`src/rtl/wb_pulse_gen.sv`:
```
// Wishbone pulse-train generator: programmable width/period/count, level IRQ on burst completion.
// Single-cycle registered ack (one access per two cycles); `WB_PULSE_EXT_TRIG_EN adds trig_i start.
module wb_pulse_gen #(
   parameter int unsigned clk_freq = 32'd50000000
) (
   input  logic        clk,
   input  logic        reset,
   input  logic        wb_stb_i,
   input  logic        wb_cyc_i,
   output logic        wb_ack_o,
   input  logic        wb_we_i,
   input  logic [31:0] wb_adr_i,
   input  logic [3:0]  wb_sel_i,
   input  logic [31:0] wb_dat_i,
   output logic [31:0] wb_dat_o,
   output logic        pulse_o,
`ifdef WB_PULSE_EXT_TRIG_EN
   output logic        intr,
   input  logic        trig_i
`else
   output logic        intr
`endif
);

   typedef enum logic {S_IDLE, S_RUN} state_t;

   state_t      state_q, state_d;
   logic        ack_q, ack_d;
   logic [31:0] dat_q, dat_d;
   logic        done_q, done_d;
   logic        irqen_q, irqen_d;
   logic        pol_q, pol_d;
   logic        en_q, en_d;
   logic [31:0] width_q, width_d;
   logic [31:0] period_q, period_d;
   logic [31:0] count_q, count_d;
   logic [31:0] width_s_q, width_s_d;
   logic [31:0] period_s_q, period_s_d;
   logic [31:0] counter_q, counter_d;
   logic [31:0] remain_q, remain_d;

   logic        acc, wr, pcr_wr, start, busy, trig_fall;
   logic [31:0] period_eff, rdata;

   logic unused_ok;
   assign unused_ok = ^{wb_sel_i, wb_adr_i[31:8], clk_freq};

`ifdef WB_PULSE_EXT_TRIG_EN
   logic trig_s1_q, trig_s2_q, trig_s3_q;

   always_ff @(posedge clk) begin
      if (reset) begin
         trig_s1_q <= 1'b0;
         trig_s2_q <= 1'b0;
         trig_s3_q <= 1'b0;
      end else begin
         trig_s1_q <= trig_i;
         trig_s2_q <= trig_s1_q;
         trig_s3_q <= trig_s2_q;
      end
   end

   assign trig_fall = trig_s3_q & ~trig_s2_q;
`else
   assign trig_fall = 1'b0;
`endif

   assign busy       = (state_q == S_RUN);
   assign wb_ack_o   = wb_stb_i & wb_cyc_i & ack_q;
   assign wb_dat_o   = dat_q;
   assign intr       = done_q & irqen_q;
   assign pulse_o    = (busy && (counter_q <= width_s_q)) ? ~pol_q : pol_q;
   assign period_eff = (period_q == 32'd0) ? 32'd1 : period_q;

   always_comb begin
      state_d    = state_q;
      done_d     = done_q;
      irqen_d    = irqen_q;
      pol_d      = pol_q;
      en_d       = en_q;
      width_d    = width_q;
      period_d   = period_q;
      count_d    = count_q;
      width_s_d  = width_s_q;
      period_s_d = period_s_q;
      counter_d  = counter_q;
      remain_d   = remain_q;
      start      = 1'b0;
      rdata      = 32'd0;

      acc    = wb_stb_i & wb_cyc_i & ~ack_q;
      wr     = acc & wb_we_i;
      pcr_wr = wr && (wb_adr_i[7:0] == 8'h00);
      ack_d  = acc;

      case (wb_adr_i[7:0])
         8'h00:   rdata = {27'd0, busy, en_q, pol_q, irqen_q, done_q};
         8'h04:   rdata = width_q;
         8'h08:   rdata = period_q;
         8'h0C:   rdata = count_q;
         8'h10:   rdata = counter_q;
         8'h14:   rdata = remain_q;
         default: rdata = 32'd0;
      endcase
      dat_d = (acc && !wb_we_i) ? rdata : dat_q;

      if (wr) begin
         case (wb_adr_i[7:0])
            8'h04:   width_d  = wb_dat_i;
            8'h08:   period_d = wb_dat_i;
            8'h0C:   count_d  = wb_dat_i;
            default: ;
         endcase
      end

      // REMAIN==0 while running marks a continuous burst, so later COUNT writes cannot affect it
      if (state_q == S_RUN) begin
         if (counter_q == period_s_q) begin
            if (remain_q == 32'd0 || remain_q > 32'd1) begin
               counter_d  = 32'd1;
               remain_d   = (remain_q == 32'd0) ? 32'd0 : remain_q - 32'd1;
               width_s_d  = width_q;
               period_s_d = period_eff;
            end else begin
               state_d   = S_IDLE;
               en_d      = 1'b0;
               done_d    = 1'b1;
               counter_d = 32'd0;
               remain_d  = 32'd0;
            end
         end else begin
            counter_d = counter_q + 32'd1;
         end
      end

      // PCR write overrides the sequencer, including a burst ending this cycle
      if (pcr_wr) begin
         done_d  = 1'b0;
         irqen_d = wb_dat_i[1];
         pol_d   = wb_dat_i[2];
         en_d    = wb_dat_i[3];
         if (wb_dat_i[3]) begin
            if (state_d == S_IDLE) start = 1'b1;
         end else begin
            state_d   = S_IDLE;
            counter_d = 32'd0;
            remain_d  = 32'd0;
         end
      end else if (trig_fall && state_q == S_IDLE) begin
         start  = 1'b1;
         en_d   = 1'b1;
         done_d = 1'b0;
      end

      if (start) begin
         state_d    = S_RUN;
         counter_d  = 32'd1;
         remain_d   = count_q;
         width_s_d  = width_q;
         period_s_d = period_eff;
      end
   end

   always_ff @(posedge clk) begin
      if (reset) begin
         state_q    <= S_IDLE;
         ack_q      <= 1'b0;
         dat_q      <= 32'd0;
         done_q     <= 1'b0;
         irqen_q    <= 1'b0;
         pol_q      <= 1'b0;
         en_q       <= 1'b0;
         width_q    <= 32'd0;
         period_q   <= 32'hFFFF_FFFF;
         count_q    <= 32'd1;
         width_s_q  <= 32'd0;
         period_s_q <= 32'hFFFF_FFFF;
         counter_q  <= 32'd0;
         remain_q   <= 32'd0;
      end else begin
         state_q    <= state_d;
         ack_q      <= ack_d;
         dat_q      <= dat_d;
         done_q     <= done_d;
         irqen_q    <= irqen_d;
         pol_q      <= pol_d;
         en_q       <= en_d;
         width_q    <= width_d;
         period_q   <= period_d;
         count_q    <= count_d;
         width_s_q  <= width_s_d;
         period_s_q <= period_s_d;
         counter_q  <= counter_d;
         remain_q   <= remain_d;
      end
   end

endmodule

```
`config.mk`:
```
export PLATFORM = sky130hd
export DESIGN_NAME = wb_pulse_gen
export DESIGN_NICKNAME = d
export VERILOG_FILES = /design/src/rtl/wb_pulse_gen.sv
export SDC_FILE = /design/constraint.sdc
export NUM_CORES = 1
export LEC_CHECK = 0
export CAP_MARGIN = 20
export CORE_ASPECT_RATIO = 1.5
export CORE_UTILIZATION = 39
export CTS_BUF_LIST = sky130_fd_sc_hd__clkbuf_8
export DETAILED_ROUTE_END_ITERATION = 12
export SETUP_SLACK_MARGIN = 0.05
export SLEW_MARGIN = 30
export SYNTH_ARGS = -nofsm -noshare
export SYNTH_HDL_FRONTEND = slang
export SYNTH_SLANG_ARGS = --single-unit
```
`constraint.sdc`:
```
create_clock -name clk -period 6.9 [get_ports clk]
set_input_delay 0.69 -clock clk [delete_from_list [all_inputs] [get_ports clk]]
set_output_delay 0.69 -clock clk [all_outputs]
set_load 0.02 [all_outputs]
```
==> results.json, run 1 <==
{
  "cp_cell_sequence": "ha_1 -> nand4_1 -> a21oi_1 -> a2111oi_0 -> o21ai_0 -> or4_1 -> nand3_1 -> clkdlybuf4s50_1",
  "reg2reg_slack_ns": 3.50,
  "area_growth_pct": 15.10,
  "hpwlAfterDp_um": 27680,
  "cp_max_fo": 6,
  "overflow": 0,
  "rr_worst_depth": 8,
  "start_kind": "flop",
  "setup_violations": 0,
  "max_stage_delay_ns": 0.63,
  "place.gp.congestion": 0.8782,
  "synth_top_family_by_area": "simple AND/OR/NAND/NOR gates",
  "rows": 80,
  "drt_iter0_markers": 766,
  "fillers": 3276,
  "hold_path.class": "reg2reg",
  "worstPathArrival_ns": 3.78,
  "placedCellCount": 2022,
  "dpl_cell_area_um2": 13740,
  "synth_cell_type_count": 59,
  "min_from": "width_s_q[5]$_SDFFE_PP0P_",
  "final_cell_count_no_fill": 2096,
  "synth_area_per_cell_um2": 7.814,
  "synthMuxAreaShare_pct": 2.736,
  "cts-hold-fix-buffers": 0,
  "final_cell_mix": "451 x nand2_1, 262 x dfxtp_1, 116 x a21oi_1, 108 x nor2_1, 77 x clkdlybuf4s50_1",
  "finalCritPeriodShare_pct": 64.83,
  "grt_max_degree": 119,
  "syn_nets": 1724,
  "cts.htree.levels": 2,
  "tritoncts": "done",
  "maxSlewViolCount": 0,
  "final_hold_viol_count": 0,
  "crit_slowest_cell": "clkdlybuf4s50_1",
  "rsz0062_at_grt": "no",
  "clock_sinks": 262,
  "ys_seq_area_share_pct": 41.56,
  "clock_latency_ns": 0.58,
  "nets": 1766,
  "post-route-drc-count": 0,
  "period_minus_slack_ns": 4.473,
  "finalPower_w": 0.002874,
  "r2r-end": "remain_q[3]$_SDFF_PP0_",
  "power_density_nw_per_um2": 197.9,
  "port_buffers": 79,
  "die_w_um": 148.9,
  "required_ns": 6.21,
  "synth-compound-area-share_pct": 12.73,
  "whs_endpoint": "width_s_q[5]$_SDFFE_PP0P_",
  "die_height_um": 222.3,
  "whs_ns": 0.4552,
  "synth-edff-count": 0,
  "grt_pass1_vias": 11350,
  "fmax_mhz": 223.6,
  "finalSetupTns_ns": 0,
  "synth_xor_area_share_pct": 5.622,
  "initial_core_util_pct": 39.65,
  "wl_per_cell_um": 19.52,
  "grt_usage_pct": 25.15,
  "final_area_um2": 14530,
  "timing.slew.headroom_pct": 34.71,
  "critPathKind": "reg2out",
  "vias": 11470,
  "clk_pin_slew_ns": 0.06,
  "yosys.area_share.simple_pct": 29.39,
  "grt_pass1_wl_um": 64170,
  "path_delay_family": "compound AO/OA/AOI/OAI gates",
  "reg2reg_from": "counter_q[26]$_SDFF_PP0_",
  "final_common_cell": "nand2_1",
  "tightest_slew_ns": 0.9794,
  "post_cts_buffers": 0,
  "ant_nets": 0,
  "clock_path_buffers": 3,
  "outcome": "finished clean",
  "p_leak_nw": 5.333,
  "ir_worst_vdd_mv": 0.1257,
  "antenna_cells": 0,
  "min_path_cells": 2,
  "fin_skew_ns": 0.02038,
  "dr.pass1.iters": 7,
  "drive_gt1_share_pct": 7.651,
  "num_io_pins": 108,
  "ctsResizeCount": 0,
  "cp_num_buf_inv": 1,
  "syn_area_um2": 12620,
  "grt_antenna_before_repair": 0,
  "synth_seq_cells": 262,
  "yosys_warnings": 0,
  "syn_inst": 1615,
  "postRouteWirelength_um": 40910,
  "synth-async-reset-ratio_pct": 0,
  "synthAdderAreaFrac_pct": 3.569,
  "viasPerCell": 5.474,
  "cts_root_buf": "clkbuf_8",
  "end_kind": "output port",
  "cts_buffers": 41,
  "ys.flop_type": "dfxtp_1",
  "fp.dieArea_um2": 33100,
  "core_area_um2": 31830,
  "drv_cap": 0
}
==> final cells by class <==
cell class / count / area [um2] / share of cell area, %
multi-input combinational: 1210 / 6870 / 47.30
clock inverter: 24 / 102.6 / 0.7063
clock buffer: 48 / 660.6 / 4.548
tap: 410 / 513.0 / 3.532
inverter: 39 / 146.4 / 1.008
sequential: 262 / 5245 / 36.11
timing repair buffer: 103 / 987.2 / 6.796
==> worst reg2reg max path, delay by kind of cell (launching register included) <==
family                 cells  cell delay, ns
AO/OA/AOI/OAI              3            1.14
XOR/XNOR                   1            0.20
buffers and inverters      1            0.26
flip-flops                 1            0.45
AND/OR/NAND/NOR            3            1.19
==> how the worst max path moves through the flow <==
stage | depth (start not counted) | end | slack (ns) | startpoint
2_1_floorplan | 8 | period_s_q[0]$_SDFFE_PP1P_ | 4.05 | wb_adr_i[0]
3_3_place_gp | 10 | width_s_q[30]$_SDFFE_PP0P_ | 2.71 | wb_adr_i[0]
3_5_place_dp | 10 | width_s_q[24]$_SDFFE_PP0P_ | 2.63 | wb_adr_i[0]
4_1_cts | 9 | pulse_o | 2.47 | counter_q[17]$_SDFF_PP0_
5_1_grt | 8 | pulse_o | 2.35 | counter_q[23]$_SDFF_PP0_
6_report | 8 | pulse_o | 2.43 | counter_q[23]$_SDFF_PP0_
==> through the flow <==
stage	util, %	setup slack (ns)
after floorplan	-	4.047
after global placement	43.16	2.707
after detailed placement	43.16	2.633
after CTS	45.56	2.474
after global routing	45.63	2.349
final	45.63	2.427
==> metal layers <==
layer	GRT usage (%)	share of wire (%)
met4	11.98	4.4
met3	3.614	4.3
met5	0	0
met1	28.15	39
met2	45.96	52
==> where the power goes <==
part	internal, W	switching, W	total, W
Clock	0.000631	0.000629	0.00126
Combinational	0.0000405	0.0000573	0.0000978
Sequential	0.00151	0.00000151	0.00152
==> flip-flops by register name, summed over array words and instances (netlist names) <==
register / count
busy: 1
wb_dat_o: 32
period_q: 32
width_s_q: 32
en_q: 1
counter_q: 32
remain_q: 32
pol_q: 1
count_q: 32
period_s_q: 32
irqen_q: 1
done_q: 1
ack_q: 1
width_q: 32
==> cell families (layout without fill, tap and decap cells) <==
family / after synthesis / in the layout
and+or+nand+nor: 800 / 800
AOI/OAI and AO/OA: 262 / 262
DFF: 262 / 262
buffers and inverters: 143 / 214
xor gates and xnor gates: 81 / 81
adders and majority gates: 36 / 36
muxes: 31 / 31
==> synth_stat cells, types with 6 or more instances <==
cell type | instances | share of area (%)
nand4_1 | 28 | 1.4
or4_1 | 6 | 0.36
and2_1 | 7 | 0.35
and3_1 | 8 | 0.40
xnor2_1 | 18 | 1.2
o21ai_1 | 18 | 0.71
a21oi_1 | 116 | 4.6
nand3b_1 | 67 | 4.0
nor4_1 | 25 | 1.2
ha_1 | 36 | 3.6
mux2_2 | 28 | 2.5
nand3_1 | 46 | 1.8
clkbuf_1 | 95 | 2.8
nor2_1 | 108 | 3.2
a21o_1 | 6 | 0.36
a22oi_1 | 57 | 3.4
o21ai_0 | 25 | 0.99
inv_1 | 39 | 1.2
dfxtp_1 | 262 | 42
nand2_1 | 452 | 13
xor2_1 | 63 | 4.4
nor3_1 | 23 | 0.91
Power figures use the tool's default switching activity.
==> inputs of run 2 (changes only) <==
==> constraint.sdc (replaced) <==
create_clock -name clk -period 4.6 [get_ports clk]
set_input_delay 0.46 -clock clk [delete_from_list [all_inputs] [get_ports clk]]
set_output_delay 0.46 -clock clk [all_outputs]
set_load 0.02 [all_outputs]
==> results.json, run 2 (same netlist as run 1, synthesis figures left out) <==
{
  "outcome": "finished clean",
  "rsz0062_at_grt": "no",
  "clk_pin_slew_ns": 0.06,
  "die_height_um": 222.3,
  "cp_num_buf_inv": 1,
  "antenna_cells": 0,
  "crit_top_cell": "nand3_1",
  "setup_violations": 0,
  "overflow": 0,
  "power_density_nw_per_um2": 303.2,
  "cts_root_buf": "clkbuf_8",
  "use_met2_pct": 45.06,
  "min_from": "reset",
  "vias": 11620,
  "cts-hold-fix-buffers": 0,
  "path_depth": 9,
  "hold_path.class": "in2reg",
  "clock_sinks": 262,
  "final_common_cell": "nand2_1",
  "tritoncts": "done",
  "grt_pass1_wl_um": 63740,
  "path_delay_family": "simple AND/OR/NAND/NOR gates",
  "required_ns": 4.14,
  "nets": 1773,
  "dr.pass1.iters": 5,
  "cp_max_fo": 5,
  "critPathKind": "reg2out",
  "drive_gt1_share_pct": 8.279,
  "cts.htree.levels": 2,
  "reg2reg_slack_ns": 1.28,
  "place.gp.congestion": 0.9034,
  "die_w_um": 148.9,
  "post-route-drc-count": 0,
  "clock_latency_ns": 0.58,
  "cp_cell_sequence": "ha_1 -> nand4_1 -> or2_2 -> nor3_1 -> nand3_1 -> and2_1 -> a221oi_1 -> nand3_1 -> clkdlybuf4s50_1",
  "cts_buffers": 41,
  "finalSetupTns_ns": 0,
  "rr_worst_depth": 8,
  "r2r-end": "width_s_q[24]$_SDFFE_PP0P_",
  "grt_pass1_vias": 11280,
  "wl_per_cell_um": 19.54,
  "post_cts_buffers": 0,
  "postRouteWirelength_um": 41060,
  "ir_worst_vdd_mv": 0.1757,
  "final_cell_mix": "451 x nand2_1, 262 x dfxtp_1, 116 x a21oi_1, 108 x nor2_1, 77 x clkdlybuf4s50_1",
  "worstPathArrival_ns": 3.60,
  "rows": 80,
  "groute.layer.met3.usage_pct": 3.388,
  "hpwlAfterDp_um": 28150,
  "final_cell_count_no_fill": 2101,
  "grtUsageMet1_pct": 28.46,
  "reg2reg_from": "remain_q[9]$_SDFF_PP0_",
  "fp.dieArea_um2": 33100,
  "grt_max_degree": 107,
  "tightest_slew_ns": 0.9852,
  "crit_slowest_cell": "clkdlybuf4s50_1",
  "area_growth_pct": 16.00,
  "timing.slew.headroom_pct": 34.27,
  "whs_endpoint": "wb_dat_o[6]$_SDFFE_PP0P_",
  "p_leak_nw": 5.385,
  "initial_core_util_pct": 39.65,
  "grt_usage_pct": 24.89,
  "clock_path_buffers": 3,
  "fillers": 3207,
  "start_kind": "flop",
  "num_io_pins": 108,
  "grt_antenna_before_repair": 0,
  "ant_nets": 0,
  "port_buffers": 79,
  "min_path_cells": 2,
  "fin_skew_ns": 0.03638,
  "end_kind": "output port",
  "drt_iter0_markers": 840,
  "fmax_mhz": 246.2,
  "max_stage_delay_ns": 0.57,
  "finalCritPeriodShare_pct": 88.31,
  "final_hold_viol_count": 0,
  "viasPerCell": 5.532,
  "grt.busiest_layer": "met2",
  "maxSlewViolCount": 0,
  "period_minus_slack_ns": 4.062,
  "drv_cap": 0,
  "placedCellCount": 2031,
  "ctsResizeCount": 0,
  "core_area_um2": 31830
}
[run 2: cell count changes in the layout (fill, tap and decap cells not counted), sizes merged]
cell	delta
buf	+7
clkbuf	+8
clkinv	-2
clkinvlp	-1
inv	-7
[run 2: power breakdown]
group | leakage, nW | switching (W) | internal, W
registers | 2.11 | 0.00000242 | 0.00227
clock network | 0.469 | 0.000937 | 0.00108
logic | 2.80 | 0.0000878 | 0.0000628
[run 2: cell type report]
class                      count  area (um2)  area share (%)
multi-input combinational   1210        6869           46.92
sequential                   262        5245           35.83
timing repair buffer         110        1036           7.077
clock buffer                  56       770.7           5.265
tap                          410       513.0           3.504
inverter                      39       146.4           1.000
clock inverter                14       58.81          0.4017
[run 2: how the worst max path moves through the flow]
stage / startpoint / to / slack, ns
5_1_grt: counter_q[30]$_SDFF_PP0_ / pulse_o / 0.38
3_5_place_dp: wb_adr_i[0] / width_s_q[4]$_SDFFE_PP0P_ / 1.04
2_1_floorplan: wb_adr_i[0] / period_s_q[0]$_SDFFE_PP1P_ / 1.98
4_1_cts: counter_q[29]$_SDFF_PP0_ / pulse_o / 0.49
3_3_place_gp: wb_adr_i[0] / width_s_q[24]$_SDFFE_PP0P_ / 1.03
6_report: counter_q[29]$_SDFF_PP0_ / pulse_o / 0.54
[run 2: metrics by stage]
stage               total power (W)  hold WS [ns]  setup WS [ns]  instance area [um2]  util [%]
floorplan                  0.002391        0.4352          1.977                12620         -
global placement           0.002474        0.4436          1.033                13810     43.37
detailed placement         0.002475        0.4476          1.038                13810     43.38
CTS                        0.004477        0.3656         0.4936                14640     45.99
global route               0.004576        0.4080         0.3798                14640     45.99
finish                     0.004438        0.3624         0.5378                14640     45.99
[run 2: worst reg2reg max path, stage by stage, from the launching register on]
cell,delay (ns)
dfxtp_1,0.34
nor4_1,0.67
and3_1,0.37
nand4_2,0.23
nand2_1,0.17
a22o_2,0.64
buf_4,0.51
nand2_1,0.13
a21oi_1,0.15
[run 2: layer usage]
layer  wire length (um)  up-vias  part of all wire [%]
met1              16340     5582                    40
met4               1793        0                   4.4
met5                  0        -                     0
met2              21260      328                    52
met3               1665      103                   4.1
li1                   -     5609                     -
==> inputs of run 3 (changes only) <==
--- a/config.mk
+++ b/config.mk
@@ -7,9 +7,11 @@
 export LEC_CHECK = 0
 export CAP_MARGIN = 20
 export CORE_ASPECT_RATIO = 1.5
-export CORE_UTILIZATION = 39
+export CORE_UTILIZATION = 60
 export CTS_BUF_LIST = sky130_fd_sc_hd__clkbuf_8
 export DETAILED_ROUTE_END_ITERATION = 12
+export GPL_TIMING_DRIVEN = 0
+export PLACE_DENSITY = 0.82
 export SETUP_SLACK_MARGIN = 0.05
 export SLEW_MARGIN = 30
 export SYNTH_ARGS = -nofsm -noshare
==> results.json, run 3 (same netlist as run 1, synthesis figures left out) <==
{
  "finalCritPeriodShare_pct": 91.73,
  "wl_met1_um": 16370,
  "combPwrFrac_pct": 3.8,
  "postRouteWirelength_um": 44270,
  "clock_latency_ns": 0.57,
  "rsz0062_at_grt": "no",
  "period_minus_slack_ns": 4.219,
  "ant_nets": 0,
  "final_cell_mix": "452 x nand2_1, 262 x dfxtp_1, 116 x a21oi_1, 108 x nor2_1, 95 x clkbuf_1",
  "overflow": 0,
  "clock_path_buffers": 3,
  "p_seq_share_pct": 51.3,
  "critPathKind": "reg2out",
  "start_kind": "flop",
  "tightest_slew_ns": 1.115,
  "end_kind": "output port",
  "drive_gt1_share_pct": 5.779,
  "p_leak_nw": 5.365,
  "ir_worst_vdd_mv": 0.2687,
  "final_common_cell": "nand2_1",
  "tritoncts": "done",
  "dp_slack_ns": 0.4537,
  "clkPwrFrac_pct": 44.9,
  "swShare_pct": 23.42,
  "hpwlAfterDp_um": 32790,
  "cts_buffers": 40,
  "max_stage_delay_ns": 0.62,
  "num_io_pins": 108,
  "fp.dieArea_um2": 21630,
  "setup_violations": 0,
  "grt_antenna_before_repair": 0,
  "hold_path.class": "reg2reg",
  "wl_met2_um": 21250,
  "maxSlewViolCount": 0,
  "crit_slowest_cell": "clkdlybuf4s50_1",
  "cp_cell_sequence": "ha_1 -> a21o_1 -> a21o_1 -> a211oi_1 -> o21ai_0 -> or4_1 -> nand3_1 -> clkdlybuf4s50_1",
  "grt_max_degree": 11,
  "ctsResizeCount": 0,
  "core_area_um2": 20500,
  "post-route-drc-count": 0,
  "wl_per_cell_um": 21.82,
  "rows": 64,
  "worstPathArrival_ns": 3.76,
  "port_buffers": 78,
  "drv_cap": 0,
  "die_w_um": 120.4,
  "fin_skew_ns": 0.03344,
  "cts_root_buf": "clkbuf_8",
  "nets": 1845,
  "internal_power_w": 0.003393,
  "cp_max_fo": 5,
  "clk_pin_slew_ns": 0.06,
  "cts-hold-fix-buffers": 0,
  "power.switching_w": 0.001038,
  "required_ns": 4.14,
  "die_height_um": 179.6,
  "power_density_nw_per_um2": 304.0,
  "antenna_cells": 0,
  "cts.htree.levels": 2,
  "finalSetupTns_ns": 0,
  "timing.slew.headroom_pct": 25.65,
  "clock_sinks": 262,
  "top_layer_used": "met4",
  "drt_iter0_markers": 1362,
  "wl_met3_um": 3339,
  "outcome": "finished clean",
  "place.gp.congestion": 1.015,
  "grt_pass1_wl_um": 67110,
  "grt_pass1_vias": 12120,
  "crit_top_cell": "a21o_1",
  "vias": 12520,
  "viasPerCell": 6.170,
  "final_hold_viol_count": 0,
  "initial_core_util_pct": 61.56,
  "final.setup.worst_slack_ns": 0.3805,
  "post_cts_buffers": 0,
  "grt_usage_pct": 40.93,
  "fmax_mhz": 237.0,
  "dr.pass1.iters": 8,
  "area_growth_pct": 15.50
}
==> run 3: critical path, delay by kind of cell, from the launching register on <==
family,cells,cell delay (ns)
flops,1,0.51
simple gates,2,0.62
compound gates,4,1.13
buf+inv,1,0.62
fa+ha+maj,1,0.31
==> run 3: stage by stage <==
step / area (um2) / total power [W] / hold slack (ns) / std cells / util, %
2_1_floorplan: 12620 / 0.002391 / 0.4352 / 1615 / -
3_3_place_gp: 13730 / 0.002483 / 0.4428 / 1957 / 66.98
3_5_place_dp: 13760 / 0.002485 / 0.4470 / 1958 / 67.10
4_1_cts: 14560 / 0.004419 / 0.4556 / 2029 / 71.04
5_1_grt: 14580 / 0.004530 / 0.4652 / 2029 / 71.10
6_report: 14580 / 0.004431 / 0.4559 / 2029 / 71.10
==> run 3: layer usage <==
layer,vias to the layer above,track usage [%]
met1,5925,47.33
met2,638,68.28
met3,195,6.536
met4,0,28.74
li1,5760,-
met5,-,0
==> run 3: cell type report <==
class / instances / area (um2)
buffer: 104 / 407.9
sequential: 262 / 5245
clock buffer: 48 / 660.6
tap: 264 / 330.3
clock inverter: 23 / 146.4
multi-input combinational: 1210 / 6850
fill: 1798 / 5924
inverter: 39 / 146.4
timing repair buffer: 79 / 788.3
==> run 3: worst paths after layout <==
check	start	to	slack (ns)	cells after the start
min	width_s_q[6]$_SDFFE_PP0P_	width_s_q[6]$_SDFFE_PP0P_	0.46	2
min reg2reg	width_s_q[6]$_SDFFE_PP0P_	width_s_q[6]$_SDFFE_PP0P_	0.46	2
max reg2reg	counter_q[1]$_SDFF_PP0_	remain_q[18]$_SDFF_PP0_	0.60	9
max	counter_q[29]$_SDFF_PP0_	pulse_o	0.38	8
==> run 3: power by group through the flow <==
stage	Sequential, W	Combinational, W	Clock, W
6_report	0.00227	0.000167	0.00199
5_1_grt	0.00227	0.000173	0.00208
4_1_cts	0.00227	0.000162	0.00198
3_5_place_dp	0.00232	0.000161	0
3_3_place_gp	0.00232	0.000159	0
2_1_floorplan	0.00233	0.0000645	0
